===== src/rtl/stoch_queue_engine_if.sv =====
// Command/response handshake bundle for the stochastic-queue engine.
// The master issues $q_* commands; the slave serves them one at a time.
interface stoch_queue_engine_if;
   logic        cmd_valid;
   logic        cmd_ready;
   logic [2:0]  cmd_op;
   logic [31:0] cmd_q_id;
   logic [31:0] cmd_q_type;
   logic [31:0] cmd_max_len;
   logic [31:0] cmd_item;
   logic [31:0] cmd_weight;
   logic        rsp_valid;
   logic        rsp_ready;
   logic [31:0] rsp_status;
   logic [31:0] rsp_item;
   logic [31:0] rsp_weight;
   logic [31:0] rsp_value;

   modport master (
      output cmd_valid, cmd_op, cmd_q_id, cmd_q_type,
      output cmd_max_len, cmd_item, cmd_weight, rsp_ready,
      input  cmd_ready, rsp_valid, rsp_status,
      input  rsp_item, rsp_weight, rsp_value
   );

   modport slave (
      input  cmd_valid, cmd_op, cmd_q_id, cmd_q_type,
      input  cmd_max_len, cmd_item, cmd_weight, rsp_ready,
      output cmd_ready, rsp_valid, rsp_status,
      output rsp_item, rsp_weight, rsp_value
   );
endinterface


===== src/rtl/stoch_queue_engine.sv =====
// Single FIFO/LIFO item/weight queue answering $q_* commands
// with the standard status codes, one command in flight.
module stoch_queue_engine #(
   parameter int DEPTH = 16,
   parameter int CNT_W = $clog2(DEPTH) + 1
) (
   input logic clk,
   input logic rst_n,
   stoch_queue_engine_if.slave bus
);
   localparam int PW = $clog2(DEPTH);

   typedef enum logic [1:0] {S_IDLE, S_EXEC, S_RESP} state_e;

   state_e      state_q, state_d;
   logic [2:0]  op_q, op_d;
   logic [31:0] qid_q, qid_d;
   logic [31:0] typ_q, typ_d;
   logic [31:0] mlen_q, mlen_d;
   logic [31:0] item_q, item_d;
   logic [31:0] wgt_q, wgt_d;

   logic             init_q, init_d;
   logic [31:0]      id_q, id_d;
   logic             lifo_q, lifo_d;
   logic [CNT_W-1:0] max_q, max_d;
   logic [CNT_W-1:0] count_q, count_d;
   logic [CNT_W-1:0] peak_q, peak_d;
   logic [PW-1:0]    head_q, head_d;
   logic [PW-1:0]    tail_q, tail_d;

   logic [31:0] st_q, st_d;
   logic [31:0] ritem_q, ritem_d;
   logic [31:0] rwgt_q, rwgt_d;
   logic [31:0] rval_q, rval_d;

   logic [63:0]      mem [DEPTH];
   logic             wr_en;
   logic [PW-1:0]    rd_ptr;
   logic [63:0]      rd_data;
   logic             hit;
   logic [CNT_W-1:0] cnt_inc;

   assign bus.cmd_ready  = (state_q == S_IDLE);
   assign bus.rsp_valid  = (state_q == S_RESP);
   assign bus.rsp_status = st_q;
   assign bus.rsp_item   = ritem_q;
   assign bus.rsp_weight = rwgt_q;
   assign bus.rsp_value  = rval_q;

   // LIFO pops from the slot just below the tail
   assign rd_ptr  = lifo_q ? tail_q - PW'(1) : head_q;
   assign rd_data = mem[rd_ptr];
   assign hit     = init_q && (qid_q == id_q);
   assign cnt_inc = count_q + CNT_W'(1);

   always_comb begin
      state_d = state_q;
      op_d    = op_q;
      qid_d   = qid_q;
      typ_d   = typ_q;
      mlen_d  = mlen_q;
      item_d  = item_q;
      wgt_d   = wgt_q;
      init_d  = init_q;
      id_d    = id_q;
      lifo_d  = lifo_q;
      max_d   = max_q;
      count_d = count_q;
      peak_d  = peak_q;
      head_d  = head_q;
      tail_d  = tail_q;
      st_d    = st_q;
      ritem_d = ritem_q;
      rwgt_d  = rwgt_q;
      rval_d  = rval_q;
      wr_en   = 1'b0;
      unique case (state_q)
         S_IDLE: begin
            if (bus.cmd_valid) begin
               op_d    = bus.cmd_op;
               qid_d   = bus.cmd_q_id;
               typ_d   = bus.cmd_q_type;
               mlen_d  = bus.cmd_max_len;
               item_d  = bus.cmd_item;
               wgt_d   = bus.cmd_weight;
               state_d = S_EXEC;
            end
         end
         S_EXEC: begin
            state_d = S_RESP;
            st_d    = 32'd1;
            ritem_d = '0;
            rwgt_d  = '0;
            rval_d  = '0;
            if (op_q == 3'd0) begin
               if (init_q)
                  st_d = 32'd7;
               else if (typ_q != 32'd1 && typ_q != 32'd2)
                  st_d = 32'd5;
               else if ($signed(mlen_q) <= 0)
                  st_d = 32'd6;
               else if (mlen_q > 32'(DEPTH))
                  st_d = 32'd8;
               else begin
                  init_d  = 1'b1;
                  id_d    = qid_q;
                  lifo_d  = (typ_q == 32'd2);
                  max_d   = CNT_W'(mlen_q);
                  count_d = '0;
                  peak_d  = '0;
               end
            end else if (op_q > 3'd4) begin
               st_d = 32'd5;
            end else if (!hit) begin
               st_d = 32'd3;
            end else begin
               case (op_q)
                  3'd1: begin
                     if (count_q == max_q)
                        st_d = 32'd2;
                     else begin
                        wr_en   = 1'b1;
                        tail_d  = tail_q + PW'(1);
                        count_d = cnt_inc;
                        if (cnt_inc > peak_q)
                           peak_d = cnt_inc;
                     end
                  end
                  3'd2: begin
                     if (count_q == '0)
                        st_d = 32'd4;
                     else begin
                        ritem_d = rd_data[63:32];
                        rwgt_d  = rd_data[31:0];
                        count_d = count_q - CNT_W'(1);
                        if (lifo_q)
                           tail_d = rd_ptr;
                        else
                           head_d = head_q + PW'(1);
                     end
                  end
                  3'd3: begin
                     if (item_q == 32'd1)
                        rval_d = 32'(count_q);
                     else if (item_q == 32'd3)
                        rval_d = 32'(peak_q);
                     else
                        st_d = 32'd5;
                  end
                  default: rval_d = {31'd0, count_q == max_q};
               endcase
            end
         end
         S_RESP: begin
            if (bus.rsp_ready)
               state_d = S_IDLE;
         end
         default: state_d = S_IDLE;
      endcase
   end

   always_ff @(posedge clk or negedge rst_n) begin
      if (!rst_n) begin
         state_q <= S_IDLE;
         op_q    <= '0;
         qid_q   <= '0;
         typ_q   <= '0;
         mlen_q  <= '0;
         item_q  <= '0;
         wgt_q   <= '0;
         init_q  <= 1'b0;
         id_q    <= '0;
         lifo_q  <= 1'b0;
         max_q   <= '0;
         count_q <= '0;
         peak_q  <= '0;
         head_q  <= '0;
         tail_q  <= '0;
         st_q    <= '0;
         ritem_q <= '0;
         rwgt_q  <= '0;
         rval_q  <= '0;
      end else begin
         state_q <= state_d;
         op_q    <= op_d;
         qid_q   <= qid_d;
         typ_q   <= typ_d;
         mlen_q  <= mlen_d;
         item_q  <= item_d;
         wgt_q   <= wgt_d;
         init_q  <= init_d;
         id_q    <= id_d;
         lifo_q  <= lifo_d;
         max_q   <= max_d;
         count_q <= count_d;
         peak_q  <= peak_d;
         head_q  <= head_d;
         tail_q  <= tail_d;
         st_q    <= st_d;
         ritem_q <= ritem_d;
         rwgt_q  <= rwgt_d;
         rval_q  <= rval_d;
      end
   end

   // Storage needs no reset; its contents are don't-care until written
   always_ff @(posedge clk) begin
      if (wr_en)
         mem[tail_q] <= {item_q, wgt_q};
   end
endmodule


===== src/flat_wrapper.sv =====
// flat-port wrapper written by rule: the top's interface ports become plain ports
module stoch_queue_engine_flat 
#(
   parameter int DEPTH = 16,
   parameter int CNT_W = $clog2(DEPTH) + 1
)
  (clk, rst_n, bus_cmd_valid, bus_cmd_op, bus_cmd_q_id, bus_cmd_q_type, bus_cmd_max_len, bus_cmd_item, bus_cmd_weight, bus_rsp_ready, bus_cmd_ready, bus_rsp_valid, bus_rsp_status, bus_rsp_item, bus_rsp_weight, bus_rsp_value);
  stoch_queue_engine_if bus_i ();
  input logic clk;
  input logic rst_n;
  input wire logic [$bits(bus_i.cmd_valid)-1:0] bus_cmd_valid;
  input wire logic [$bits(bus_i.cmd_op)-1:0] bus_cmd_op;
  input wire logic [$bits(bus_i.cmd_q_id)-1:0] bus_cmd_q_id;
  input wire logic [$bits(bus_i.cmd_q_type)-1:0] bus_cmd_q_type;
  input wire logic [$bits(bus_i.cmd_max_len)-1:0] bus_cmd_max_len;
  input wire logic [$bits(bus_i.cmd_item)-1:0] bus_cmd_item;
  input wire logic [$bits(bus_i.cmd_weight)-1:0] bus_cmd_weight;
  input wire logic [$bits(bus_i.rsp_ready)-1:0] bus_rsp_ready;
  output wire logic [$bits(bus_i.cmd_ready)-1:0] bus_cmd_ready;
  output wire logic [$bits(bus_i.rsp_valid)-1:0] bus_rsp_valid;
  output wire logic [$bits(bus_i.rsp_status)-1:0] bus_rsp_status;
  output wire logic [$bits(bus_i.rsp_item)-1:0] bus_rsp_item;
  output wire logic [$bits(bus_i.rsp_weight)-1:0] bus_rsp_weight;
  output wire logic [$bits(bus_i.rsp_value)-1:0] bus_rsp_value;
  assign bus_i.cmd_valid = bus_cmd_valid;
  assign bus_i.cmd_op = bus_cmd_op;
  assign bus_i.cmd_q_id = bus_cmd_q_id;
  assign bus_i.cmd_q_type = bus_cmd_q_type;
  assign bus_i.cmd_max_len = bus_cmd_max_len;
  assign bus_i.cmd_item = bus_cmd_item;
  assign bus_i.cmd_weight = bus_cmd_weight;
  assign bus_i.rsp_ready = bus_rsp_ready;
  assign bus_cmd_ready = bus_i.cmd_ready;
  assign bus_rsp_valid = bus_i.rsp_valid;
  assign bus_rsp_status = bus_i.rsp_status;
  assign bus_rsp_item = bus_i.rsp_item;
  assign bus_rsp_weight = bus_i.rsp_weight;
  assign bus_rsp_value = bus_i.rsp_value;
  stoch_queue_engine #(.DEPTH(DEPTH), .CNT_W(CNT_W)) u_core (.clk(clk), .rst_n(rst_n), .bus(bus_i));
endmodule

===== config.mk =====
export PLATFORM = sky130hd
export DESIGN_NAME = stoch_queue_engine_flat
export DESIGN_NICKNAME = d
export VERILOG_FILES = /design/src/rtl/stoch_queue_engine_if.sv /design/src/rtl/stoch_queue_engine.sv /design/src/flat_wrapper.sv
export SDC_FILE = /design/constraint.sdc
export NUM_CORES = 2
export LEC_CHECK = 0
export ABC_AREA = 1
export BUFFER_PORTS_ARGS = -buffer_cell sky130_fd_sc_hd__buf_2
export CORE_MARGIN = 3
export CORE_UTILIZATION = 40
export CTS_CLUSTER_DIAMETER = 40
export CTS_CLUSTER_SIZE = 28
export DETAILED_ROUTE_END_ITERATION = 16
export MAX_ROUTING_LAYER = met4
export PLACE_DENSITY = 0.54
export SLEW_MARGIN = 20
export SYNTH_ARGS = -nofsm -noshare
export SYNTH_HDL_FRONTEND = slang
export SYNTH_SLANG_ARGS = --single-unit
export TNS_END_PERCENT = 10

===== constraint.sdc =====
create_clock -name clk -period 6.23 [get_ports clk]
set_clock_uncertainty 0.05 [all_clocks]
set_input_delay 1.246 -clock clk [delete_from_list [all_inputs] [get_ports clk]]
set_output_delay 1.246 -clock clk [all_outputs]
set_load 0.01 [all_outputs]

======== Word-level counts from Yosys, hierarchy flattened ========
Memory sizes are Yosys's and may differ from the RTL's.
Cells that the tools add are included.
operators by class
  add/subtract/negate cells ............... 5
  order comparisons ....................... 4
  eq/ne operators ......................... 25
  muxes and demuxes ....................... 64
  bitwise logic cells ..................... 8
  reductions and logical operators ........ 19
operator list
  cell                 count
  $mux 32              21
  $pmux 32 s3          1
  $mux 5               16
  $eq 32x2->1 const B  2
  $pmux 32 s2          1
  $eq 32x1->1 const B  1
  $eq 32x32->1         1
  $gt 32x5->1 const B  1
  $le 32x1->1 const B  1
  $ne 32x1->1 const B  1
  $ne 32x2->1 const B  1
  $mux 4               5
  $reduce_and 10->1    2
  $ne 2x2->1 const B   8
  $mux 1               12
  $pmux 5 s2           1
  $add 4x1->4 const B  2
  $not 1->1            8
  $pmux 4 s2           1
  $reduce_and 8->1     1
  $reduce_bool 2->1    4
  $reduce_and 7->1     1
  $eq 3x2->1 const B   2
  $mux 2               3
  21 further kinds     28
word-level totals
  bits in registers ....................... 350
  bits in writable memories ............... 1024
  input port bits ......................... 167
  output and inout bits ................... 130
  logic and storage cells ................. 145
  memories kept ........................... 1
memory list
  name        depth  width  rd ports  clocked after memory_dff  wr ports  line                      source
  u_core.mem  16     64     1         0                         1         stoch_queue_engine.sv:37  logic [63:0] mem [DEPTH];

======== Depth between registers and ports, before layout ========
  depth after elaboration ................. 9
  gate-level depth with buffers ........... 16
  mapped depth without buffers ............ 16

======== Least setup slack after synthesis ========
Ideal clock, no wire load.
  kind .................................... register -> register
  start ................................... register u_core.op_q[1]
  end ..................................... memory u_core.mem[3][0], enable pin
  arrival time ............................ 5.786 ns
  required time ........................... 5.615 ns
  slack ................................... -0.170 ns
  cell stages (with the launch flop) ...... 8
  path buffers ............................ 1
  clock period less this slack ............ 6.400 ns
  path through ............................ dfrtp_1 > nor2_1 > inv_1 > ha_1 > nor2_1 > nand4_2 > buf_2 > nor3_1
between the ends
  cells in the longest elaborated chain, start to end .. 8
  elaborated cells between the ends (all ways) .. 10
  classes of those cells .................. order compare (1); eq/ne (1); mux (7); reduce/logical (1)
RTL lines
  what                            line                       source
  start, declared                 stoch_queue_engine.sv:16   logic [2:0] op_q, op_d;
  start signal, assigned          stoch_queue_engine.sv:186  op_q <= op_d;
  $eq 3x1->1                      stoch_queue_engine.sv:118  case (op_q)
  $mux 1                          stoch_queue_engine.sv:118
  $mux 1                          stoch_queue_engine.sv:115  end else if (!hit) begin
  $mux 1                          stoch_queue_engine.sv:113  end else if (op_q > 3'd4) begin
  $mux 1 *                        stoch_queue_engine.sv:96   if (op_q == 3'd0) begin
  $mux 1 *                        stoch_queue_engine.sv:78   unique case (state_q)
  $mux 1 *                        stoch_queue_engine.sv:209  if (wr_en)
  $mux 1 (not written as such) *  stoch_queue_engine.sv:210  mem[tail_q] <= {item_q, wgt_q};
  end, declared                   stoch_queue_engine.sv:37
Every way passes the cells marked *; elsewhere a longest branch is shown, timed or not.

======== Worst setup path in the final report ========
  start ................................... register u_core.op_q[2]
  end ..................................... memory u_core.mem[7][56], enable pin
The elaborated chain is that of the path after synthesis.

==> out/qor.csv <==
metric,value,unit
largest net degree at the start of global routing,189,
CP max-delay cell,nor2_4,
Synth cell types,39,
Area after DPL,57600,sq um
area grow syn2layout,16.6,%
WS Path Type,flop to flop,
first-pass GRT wire length,230,mm
Initial Utilization,40.5,%
period utilisation layout,65.3,%
Die Ht,377,um
nets,5565,
Tmin final,4.07,ns
Total Power,25.5,mW
Setup Viol. Count Final,0,
io pins,297,
Synth top cells by count,"nand2_1, edfxtp_1, nand3_1, dfrtp_1, buf_2",
CTS tree,built,
Hold Path Class,input pin to asynchronous set/reset pin,
Residual DRC,0,
worst IR drop on VDD,0.000262,V
top cell type by total area after synthesis,edfxtp_1,
Synth top area share,55.8,%
Yosys reg bits,1319,
Leakage,26.1,nW
FP Rows,135,
CP Data Required Time,6.59,ns
Fillers,12400,
CP Buf/Inv Count,2,
"Arr. time, crit path",4.43,ns
Setup Buffers After CTS,0,
GP Congestion,0.806,
Fin. Hold Viols,0,
Power Dens Cells,397,nW/um^2
via/cell ratio,5.14,
Die X,377,um
Main synth FF type,edfxtp_1,
dpl cells,6975,
total CTS buffers,186,
Slew @ Worst Pin,1.12,ns
port buffer count,241,
Worst path max stage delay,0.72,ns
DRT antenna net count,0,
Yosys Warn Count,0,
worst skew pair latency,0.79,ns
CTS Buffer Depth,3,
fin worst setup slack,2.16,ns
Async SR Flop Fraction,22.4,%
Worst Setup Start Kind,flop,
final non-filler cell total,7337,
Crit Path Max Fanout,26,
number of max-slew violations in the final report,0,
Max-Cap Viols,0,
hold_buf cts,0,
pre-CTS setup slack,2.18,ns
Detailed Place HPWL,76.3,mm
Tot GR Track Use,22.0,%
Fmax,246,MHz
Post-synth EDFFs,1024,
max_slew headroom,25.1,%
DRT iter0 DRCs,3207,
depth of the CTS H-tree,4,
vias in the first global route,37100,
Critical Path Sink Type,flop,
total wire length,153,mm
unrepaired setup endpoints after global routing,false,
Avg WL per Cell,20.8,um
most numerous cell in the Yosys netlist,nand2_1,
clock tree root driver cell,clkbuf_16,
die area,142000,sq um
grt ovf,0,
Top delay family on crit path,simple AND/OR/NAND/NOR gates,
"Seq/Total Area, Yosys",69.2,%
cts repair resizes,0,
core area,136000,sq um
Post-Synthesis Cell Area,55100,sq um
fraction of layout cells with a size suffix above 1,12.3,%
worst hold margin,0.422,ns
DRT Pass-1 Iters,6,
Via Count,37700,
CTS sink cnt,1319,
CP Cell Sequence,"inv_1, ha_1, nor2_4, nand4_2, nor3_2, buf_4",
Mean Syn Cell Area,10.6,sq um
Synth area leaders,"edfxtp_1, nand2_1, dfrtp_1",
status,"complete, no violations",
post-route cell area,64200,sq um
initial antenna violation count,10,
synthesized instance count,5178,
Clock Pin Slew Worst Setup and Hold Paths,0.05,ns
[placed cells by master (no fill, tap or decap), types with 12 or more instances in the layout]
master      instances
buf_12             16
buf_2             240
buf_4              50
bufinv_16          19
clkbuf_1           12
clkbuf_16         192
clkinv_2           22
clkinv_4           18
clkinvlp_4         12
conb_1             55
dfrtp_1           295
edfxtp_1         1024
ha_1               15
inv_1             133
inv_6              42
inv_8              13
nand2_1          2116
nand3_1           820
nand4_1            85
nor2_1            135
nor3_2             17
o21ai_0           103
xnor2_1            13
[final cells by class]
| cell class | instances | area (sq um) | share of cell area [%] |
|---|---|---|---|
| sequential | 1319 | 38100 | 59.4 |
| multi-input combinational | 3427 | 14800 | 23.0 |
| clock buffer | 213 | 4970 | 7.75 |
| tap | 1781 | 2230 | 3.47 |
| timing repair buffer | 308 | 1940 | 3.02 |
| clock inverter | 138 | 1560 | 2.43 |
| inverter | 141 | 559 | 0.871 |
| antenna | 10 | 25.0 | 0.0390 |
[registers in the layout (all words and copies together), names as in the netlist, 5 cells and up]
register / cells
u_core.qid_q: 32
u_core.mlen_q: 32
u_core.wgt_q: 32
u_core.count_q: 5
u_core.peak_q: 5
u_core.bus.rsp_item: 32
u_core.typ_q: 32
u_core.bus.rsp_weight: 32
u_core.bus.rsp_value: 5
u_core.max_q: 5
u_core.item_q: 32
u_core.id_q: 32
u_core.mem: 1024
[cells by family after synthesis]
family	share of synthesized area (%)
and+or+nand+nor	24.2
DFF	69.2
buffers and inverters	4.59
AOI/OAI and AO/OA	1.34
xor gates and xnor gates	0.302
adders and majority gates	0.341
other	0.00681
[final timing paths]
| path | from | endpoint | cells past startpoint | slack [ns] |
|---|---|---|---|---|
| max in group asynchronous | rst_n | u_core.bus.rsp_item[16]$_DFFE_PN0P_ | 2 | 4.36 |
| worst min-delay path | rst_n | u_core.typ_q[19]$_DFFE_PN0P_ | 1 | 0.42 |
| worst min register to register | u_core.bus.rsp_item[27]$_DFFE_PN0P_ | u_core.bus.rsp_item[27]$_DFFE_PN0P_ | 2 | 0.42 |
| worst max register to register | u_core.op_q[2]$_DFFE_PN0P_ | u_core.mem[7][56]$_DFFE_PP_ | 6 | 2.16 |
| min in group clk | u_core.bus.rsp_item[27]$_DFFE_PN0P_ | u_core.bus.rsp_item[27]$_DFFE_PN0P_ | 2 | 0.42 |
| worst max-delay path | u_core.op_q[2]$_DFFE_PN0P_ | u_core.mem[7][56]$_DFFE_PP_ | 6 | 2.16 |
[stage by stage]
| step | setup TNS, ns | utilization [%] |
|---|---|---|
| 6_report | 0 | 47.2 |
| 5_1_grt | 0 | 47.2 |
| 4_1_cts | 0 | 47.1 |
| 3_5_place_dp | 0 | 42.3 |
| 3_3_place_gp | 0 | 42.3 |
| 2_1_floorplan | -108.99 | - |
[power breakdown]
part | leakage (nW) | internal [mW] | switching, mW
combinational | 9.77 | 0.673 | 1.73
clock | 3.19 | 6.66 | 4.23
sequential | 13.1 | 11.0 | 1.18
[metal layers]
| metal | wire, um | GRT usage, % | vias up |
|---|---|---|---|
| met5 | 0 | - | - |
| met4 | 3320 | 6.02 | 0 |
| met3 | 8780 | 3.68 | 252 |
| met2 | 71400 | 34.5 | 1148 |
| met1 | 69300 | 29.7 | 18400 |
| li1 | - | - | 17900 |
[worst register-to-register path, stage by stage, from the launching register on]
cell and delay [ns]:
dfrtp_1 0.39, inv_1 0.10, ha_1 0.42, nor2_4 0.72
nand4_2 0.69, nor3_2 0.72, buf_4 0.59
Power figures use the tool's default switching activity.
